--- src/rtl/cpu_controller.sv ---
// cpu_controller: instruction fetch, decode and sequencing for the datapath.
// Fetches 16-bit instructions from a synchronous memory into the IR. A Moore
// FSM then drives the datapath controls one step per cycle. The block also
// owns the 9-bit PC, the data-address register and the memory command/address.
//
// Ports:
//   clk, reset            rising-edge clock, synchronous active-high reset
//   read_data[15:0]       memory read data, valid the cycle after READ is issued
//   datapath_out[15:0]    datapath C register (ALU result / LDR-STR address / STR data)
//   mem_cmd[1:0]          00 NONE, 01 READ, 10 WRITE
//   mem_addr[8:0]         PC for fetch, data_addr for LDR/STR memory states
//   PC[8:0]               program counter
//   write..loads, vsel, readnum, writenum, shift, ALUop   datapath controls
//   sximm8, sximm5        sign-extended IR immediates
//   halt                  high while in HALT
module cpu_controller #(
  parameter logic [8:0] RST_PC = 9'd0
) (
  input  logic        clk,
  input  logic        reset,
  input  logic [15:0] read_data,
  input  logic [15:0] datapath_out,
  output logic [1:0]  mem_cmd,
  output logic [8:0]  mem_addr,
  output logic [8:0]  PC,
  output logic        write,
  output logic        loada,
  output logic        loadb,
  output logic        asel,
  output logic        bsel,
  output logic        loadc,
  output logic        loads,
  output logic [1:0]  vsel,
  output logic [2:0]  readnum,
  output logic [2:0]  writenum,
  output logic [1:0]  shift,
  output logic [1:0]  ALUop,
  output logic [15:0] sximm8,
  output logic [15:0] sximm5,
  output logic        halt
);

  localparam logic [1:0] MEM_NONE  = 2'b00;
  localparam logic [1:0] MEM_READ  = 2'b01;
  localparam logic [1:0] MEM_WRITE = 2'b10;

  typedef enum logic [4:0] {
    S_RST, S_IF1, S_IF2, S_UPDATE_PC, S_DECODE, S_MOV_IMM, S_GET_A, S_GET_B,
    S_EXEC, S_WB, S_ADDR, S_LD_DA, S_MEM_RD, S_WB_MEM, S_STR_GETB, S_STR_MOV,
    S_MEM_WR, S_HALT
  } state_t;

  state_t      r_state, w_next;
  logic [15:0] r_ir;
  logic [8:0]  r_pc;
  logic [8:0]  r_data_addr;

  logic [2:0] w_opcode, w_rn, w_rd, w_rm;
  logic [1:0] w_op, w_sh;
  logic       w_is_cmp, w_is_ldr, w_is_mem;

  assign w_opcode = r_ir[15:13];
  assign w_op     = r_ir[12:11];
  assign w_rn     = r_ir[10:8];
  assign w_rd     = r_ir[7:5];
  assign w_sh     = r_ir[4:3];
  assign w_rm     = r_ir[2:0];
  assign w_is_cmp = ({w_opcode, w_op} == 5'b101_01);
  assign w_is_ldr = (w_opcode == 3'b011);
  // Only LDR/STR with op=00 reach GET_A via the memory path, so opcode alone suffices.
  assign w_is_mem = (w_opcode == 3'b011) || (w_opcode == 3'b100);

  assign sximm8 = {{8{r_ir[7]}}, r_ir[7:0]};
  assign sximm5 = {{11{r_ir[4]}}, r_ir[4:0]};
  assign PC     = r_pc;

  always_ff @(posedge clk) begin
    if (reset) begin
      r_state     <= S_RST;
      r_pc        <= RST_PC;
      r_ir        <= 16'd0;
      r_data_addr <= 9'd0;
    end else begin
      r_state <= w_next;
      if (r_state == S_IF2)       r_ir        <= read_data;
      if (r_state == S_UPDATE_PC) r_pc        <= r_pc + 9'd1;
      if (r_state == S_LD_DA)     r_data_addr <= datapath_out[8:0];
    end
  end

  always_comb begin
    w_next   = r_state;
    mem_cmd  = MEM_NONE;
    mem_addr = r_pc;
    write    = 1'b0;
    loada    = 1'b0;
    loadb    = 1'b0;
    asel     = 1'b0;
    bsel     = 1'b0;
    loadc    = 1'b0;
    loads    = 1'b0;
    vsel     = 2'b00;
    readnum  = 3'd0;
    writenum = 3'd0;
    shift    = 2'b00;
    ALUop    = 2'b00;
    halt     = 1'b0;

    case (r_state)
      S_RST:       w_next = S_IF1;
      S_IF1: begin
        mem_cmd = MEM_READ;
        w_next  = S_IF2;
      end
      S_IF2: begin
        mem_cmd = MEM_READ;
        w_next  = S_UPDATE_PC;
      end
      S_UPDATE_PC: w_next = S_DECODE;
      S_DECODE: begin
        case ({w_opcode, w_op})
          5'b110_10:                     w_next = S_MOV_IMM;
          5'b110_00, 5'b101_11:          w_next = S_GET_B;
          5'b101_00, 5'b101_01, 5'b101_10,
          5'b011_00, 5'b100_00:          w_next = S_GET_A;
          default:                       w_next = S_HALT;
        endcase
      end
      S_MOV_IMM: begin
        vsel     = 2'b10;
        writenum = w_rn;
        write    = 1'b1;
        w_next   = S_IF1;
      end
      S_GET_A: begin
        readnum = w_rn;
        loada   = 1'b1;
        w_next  = w_is_mem ? S_ADDR : S_GET_B;
      end
      S_GET_B: begin
        readnum = w_rm;
        loadb   = 1'b1;
        w_next  = S_EXEC;
      end
      S_EXEC: begin
        shift = w_sh;
        // op field already encodes ADD/CMP/AND/MVN; MOV reg has op=00 (add)
        // and zeroes the A input so the result is just shifted B.
        ALUop = w_op;
        asel  = (w_opcode == 3'b110);
        loads = w_is_cmp;
        loadc = ~w_is_cmp;
        w_next = w_is_cmp ? S_IF1 : S_WB;
      end
      S_WB: begin
        vsel     = 2'b00;
        writenum = w_rd;
        write    = 1'b1;
        w_next   = S_IF1;
      end
      S_ADDR: begin
        bsel   = 1'b1;
        loadc  = 1'b1;
        w_next = S_LD_DA;
      end
      S_LD_DA:     w_next = w_is_ldr ? S_MEM_RD : S_STR_GETB;
      S_MEM_RD: begin
        mem_cmd  = MEM_READ;
        mem_addr = r_data_addr;
        w_next   = S_WB_MEM;
      end
      S_WB_MEM: begin
        mem_cmd  = MEM_READ;
        mem_addr = r_data_addr;
        vsel     = 2'b11;
        writenum = w_rd;
        write    = 1'b1;
        w_next   = S_IF1;
      end
      S_STR_GETB: begin
        readnum = w_rd;
        loadb   = 1'b1;
        w_next  = S_STR_MOV;
      end
      S_STR_MOV: begin
        asel   = 1'b1;
        loadc  = 1'b1;
        w_next = S_MEM_WR;
      end
      S_MEM_WR: begin
        mem_cmd  = MEM_WRITE;
        mem_addr = r_data_addr;
        w_next   = S_IF1;
      end
      S_HALT:      halt = 1'b1;
      default:     w_next = S_RST;
    endcase

    // Reset aborts any in-flight instruction: nothing may be written this cycle.
    if (reset) begin
      mem_cmd  = MEM_NONE;
      write    = 1'b0;
      loada    = 1'b0;
      loadb    = 1'b0;
      asel     = 1'b0;
      bsel     = 1'b0;
      loadc    = 1'b0;
      loads    = 1'b0;
      vsel     = 2'b00;
      readnum  = 3'd0;
      writenum = 3'd0;
      shift    = 2'b00;
      ALUop    = 2'b00;
      halt     = 1'b0;
    end
  end

endmodule

--- config.mk ---
export PLATFORM = sky130hd
export DESIGN_NAME = cpu_controller
export DESIGN_NICKNAME = d
export VERILOG_FILES = /design/src/rtl/cpu_controller.sv
export SDC_FILE = /design/constraint.sdc
export NUM_CORES = 1
export LEC_CHECK = 0
export CAP_MARGIN = 20
export CORE_ASPECT_RATIO = 1.25
export CORE_MARGIN = 2
export CORE_UTILIZATION = 47
export CTS_BUF_LIST = sky130_fd_sc_hd__clkbuf_4 sky130_fd_sc_hd__clkbuf_8 sky130_fd_sc_hd__clkbuf_16
export CTS_CLUSTER_SIZE = 8
export DETAILED_ROUTE_END_ITERATION = 12
export PLACE_DENSITY = 0.86
export SETUP_SLACK_MARGIN = 0.15
export SLEW_MARGIN = 20
export SYNTH_ARGS = -nofsm -noshare
export SYNTH_HDL_FRONTEND = slang
export SYNTH_SLANG_ARGS = --single-unit
--- constraint.sdc ---
create_clock -name clk -period 5.1 [get_ports clk]
set_input_delay 1.53 -clock clk [delete_from_list [all_inputs] [get_ports clk]]
set_output_delay 1.53 -clock clk [all_outputs]
set_load 0.02 [all_outputs]
Word-level counts from Yosys, hierarchy flattened. Memories as Yosys holds them, arrays and structs flattened. A register that Yosys moved wholly into a read port is not among the register bits. Index checks and enable logic that the tools add are counted.

Register bits: 39. ROM bits: 128. Logic and storage cells: 72. Memories kept: 1.

Add/subtract/negate cells: 1. Eq/ne operators: 21. Muxes and demuxes: 35. Bitwise gates (word level): 1. Reductions and logical operators: 9.

Memory list: (no name shown) (words 32, width 4, rd ports 1, clocked after Yosys merged registers in 1, wr ports 0, RTL line 121) `case ({w_opcode, w_op})`.

Operator list (number): one-hot mux 5 bit (14 select lines) (1); == test 5 x 4 -> 1 bit, second input constant (8); == test 5 x 3 -> 1 bit, second input constant (4); == test 5 bit, second input constant (3); 2-to-1 mux 1 bit (14); 2-to-1 mux 2 bit (7); == test 5 x 2 -> 1 bit, second input constant (2); 2-to-1 mux 5 bit (2); adder 9 x 1 -> 9 bit, second input constant (1); 2-to-1 mux 9 bit (1); one-hot mux 3 bit (3 select lines) (1); 2-to-1 mux 4 bit (2); one-hot mux 2 bit (2 select lines) (2); == test 3 bit, second input constant (2); 2-to-1 mux 3 bit (2); one-hot mux 3 bit (2 select lines) (1); OR reduction 2 bit (3); OR reduction 3 bit (2); == test 5 x 1 -> 1 bit, second input constant (1); zero test 5 bit (1); OR reduction 5 bit (1); one-hot mux 1 bit (2 select lines) (2); OR reduction 4 bit (1); == test 3 x 2 -> 1 bit, second input constant (1); 2 further kinds (2).

Longest topological paths before layout.
Depth in word-level cells: 4. Gate-level depth with buffers: 7.

Least setup slack after synthesis. OpenSTA, ideal clock, no wires.

Path kind: input -> output. Start point: input reset. End point: output vsel[0]. Data arrival time: 2744 ps. Required time: 3570 ps. Path slack: 826 ps. Stages: 4. Cells stage by stage: clkbuf_1 > or3_1 > nor2_1 > and2_1.

Cells in the longest elaborated chain, start to end: 1.

Ends and longest elaborated chain: start, declared (RTL line 20) `input logic reset,`; 2-to-1 mux 2 bit (RTL line 200) `if (reset) begin`; end, declared (RTL line 33) `output logic [1:0] vsel,`.

No other way between the ends.

Worst setup path after layout.
Start point: input reset. End point: output halt.

Cells in the longest elaborated chain, start to end: 1.

Ends and longest elaborated chain: 2-to-1 mux 1 bit (RTL line 200); end, declared (RTL line 40) `output logic halt`.

No other way between the ends.

==> results.py <==
metrics = {
    "status": {
        "status": "completed",
    },
    "logic_synthesis": {
        "synthSimpleGateAreaFrac": 0.2658,
        "synth_compound_area_frac": 0.1450,
        "muxShareOfSynthArea": 0.08417,
        "synth_top_area_frac": 0.3272,
        "ys_seq_elements": 43,
        "postSynthAreaPerCell_sq_um": 7.831,
        "yosysWarnings": 0,
        "synthFlopType": "dfxtp_1",
        "yosysMostFrequentCell": "nand2_1",
        "synthTopCellsByArea": "dfxtp_1, buf_4, nand2_1, a21oi_1, nor2_1",
        "synthXorXnorAreaFrac": 0.02996,
        "async_flop_share": 0,
        "synth_cell_type_count": 55,
        "synth_top_cell_by_area": "dfxtp_1",
        "ys_seq_area_frac": 0.3272,
        "synth_edf_count": 0,
        "synth_top_family_by_area": "simple AND/OR/NAND/NOR gates",
        "synth_nets": 371,
        "syn_area_sq_um": 2631,
        "synth_common_cells": "nand2_1, dfxtp_1, nor2_1, buf_4, a21oi_1",
        "synth_fa_ha_area_frac": 0.004755,
        "syn_inst": 336,
    },
    "grt": {
        "use_met2": 0.3976,
        "grt_use_met1": 0.2486,
        "grt_max_degree": 50,
        "grtUsageMet3": 0.05063,
        "grt_pass1_wl_um": 10880,
        "busiest_layer": "met2",
        "grt_pass1_vias": 2292,
        "antenna_found_initial": 0,
        "track_usage": 0.2148,
        "overflow": 0,
    },
    "timing": {
        "fin_tns_setup_ns": 0,
        "tightest_slew_ns": 1.064,
        "setup_viol": 0,
        "finalClockSkew_ns": 0.007870,
        "finalCritPeriodShare": 0.9140,
        "slew_viol_final": 0,
        "fmax_mhz": 214.5,
        "fin_crit_ns": 4.661,
        "whs_ns": 0.4852,
        "maxSlewHeadroom": 0.2867,
        "rsz0062_at_grt": "false",
        "hold_violations": 0,
    },
    "clock_network": {
        "clk_latency_ns": 0.30,
        "cts_hold_repair.buffers": 0,
        "numCtsBuffers": 5,
        "cts.repair.resized": 0,
        "cts.htree.levels": 2,
        "cts_setup_buffers": 0,
        "cts_buffer_depth": 2,
        "cts_sinks": 43,
        "clk_pin_slew_worst_paths_ns": 0.09,
        "cts_root_buf": "clkbuf_8",
        "cts_tree": "done",
    },
    "floorplanning": {
        "dieHeight_um": 87.66,
        "start_util": 0.4868,
        "std_cell_rows": 30,
        "die_width_um": 70.93,
        "die_area_sq_um": 6217,
        "io_pins": 106,
        "core_sq_um": 5405,
    },
    "worst_setup_path": {
        "critPathRequiredTime_ns": 3.57,
        "worstSetupPathType": "in -> out",
        "rr_startpoint": "r_state[3]",
        "startpoint_type": "input pin",
        "arrival_ns": 3.13,
        "critPathLaunch": "reset",
        "worstPathMaxFanout": 7,
        "crit_path_end_kind": "output pin",
    },
    "hold_path": {
        "hp-class": "reg -> reg",
        "hp-start": "r_ir[9]",
    },
    "layout": {
        "num_antenna_cells": 0,
        "fin_cells": 457,
        "fin_nets": 427,
        "final_util": 0.6435,
        "syn2layout_area_growth_pct": 32.19,
        "layout-drive-gt1-share": 0.07888,
    },
    "placement": {
        "place_inst": 449,
        "port_buffers": 98,
        "gp_congestion": 0.9077,
        "place_hpwl_um": 4858,
    },
    "drt": {
        "via_per_inst": 5.580,
        "ant_nets": 0,
        "routed_wl_um": 6747,
        "drc": 0,
        "wire_per_inst_um": 14.76,
        "firstDrtPassIters": 4,
        "drtIter0Drc": 217,
        "vias": 2550,
    },
    "power": {
        "p_per_area_nw_per_um2": 225.2,
        "vdd_ir_drop_max_mv": 0.1658,
        "p_total_uw": 783.3,
        "leakagePower_uw": 0.001199,
    },
    "flow_run": {
        "drv_cap": 0,
    },
}
==> worst paths after layout <==
path	cells past startpoint	slack [ns]	endpoint
min reg2reg	2	0.49	r_ir[9]
max reg2reg	5	2.23	flip-flop
max	5	0.44	halt
min	2	0.49	r_ir[9]
==> stage by stage <==
| step | instance area (sq um) | setup slack (ns) |
|---|---|---|
| 2_1_floorplan | 2631 | 0.8256 |
| 3_3_place_gp | 3379 | 0.4431 |
| 3_5_place_dp | 3379 | 0.4363 |
| 4_1_cts | 3478 | 0.4299 |
| 5_1_grt | 3478 | 0.3489 |
| 6_report | 3478 | 0.4388 |
==> flip-flops by register name, summed over array words and instances (netlist names), named ones only <==
name         cells
PC               9
r_data_addr      9
r_ir            16
r_state          5
==> routing by layer <==
layer | wire length [um] | part of all wire
met5 | 0 | 0
met4 | 68 | 0.010
met3 | 523 | 0.078
met2 | 3478 | 0.52
met1 | 2678 | 0.40
==> cell type report <==
class,instances,area [sq um]
multi-input combinational,230,1399
clock inverter,1,8.758
sequential,43,860.8
clock buffer,7,90.09
fill,463,1927
tap,64,80.08
inverter,11,41.29
timing repair buffer,101,998.5
==> placed cells by master (no fill, tap or decap), drive strengths merged, types with 6 or more instances in the layout <==
cell type / netlist / routed
a31oi: 6 / 6
inv: 11 / 11
nand2: 50 / 50
mux2: 9 / 9
and3: 6 / 6
nor3: 9 / 9
a21oi: 26 / 26
mux2i: 12 / 12
o21ai: 7 / 7
clkbuf: 8 / 7
dfxtp: 43 / 43
clkdlybuf4s50: 0 / 97
xor2: 7 / 7
nor2: 35 / 35
==> report_power, final <==
part | leakage, uW | internal [uW] | switching [uW] | total (uW)
registers | 0.000348 | 349 | 26.1 | 375
clock network | 0.0000519 | 116 | 122 | 239
logic | 0.000799 | 80.4 | 88.8 | 169
total | 0.00120 | 546 | 237 | 783
==> kinds of logic (layout without fill, tap and decap cells) <==
family / Yosys count / count (layout)
buffers and inverters: 63 / 120
muxes: 21 / 21
AOI/OAI and AO/OA: 60 / 60
DFF: 43 / 43
and+or+nand+nor: 139 / 139
xor gates and xnor gates: 9 / 9
adders and majority gates: 1 / 1
==> critical path: stages <==
cell and delay, ns:
buf_2 0.14, or4_1 0.49, or2_2 0.32, inv_1 0.06, clkdlybuf4s50_1 0.59
Power figures use the tool's default switching activity.
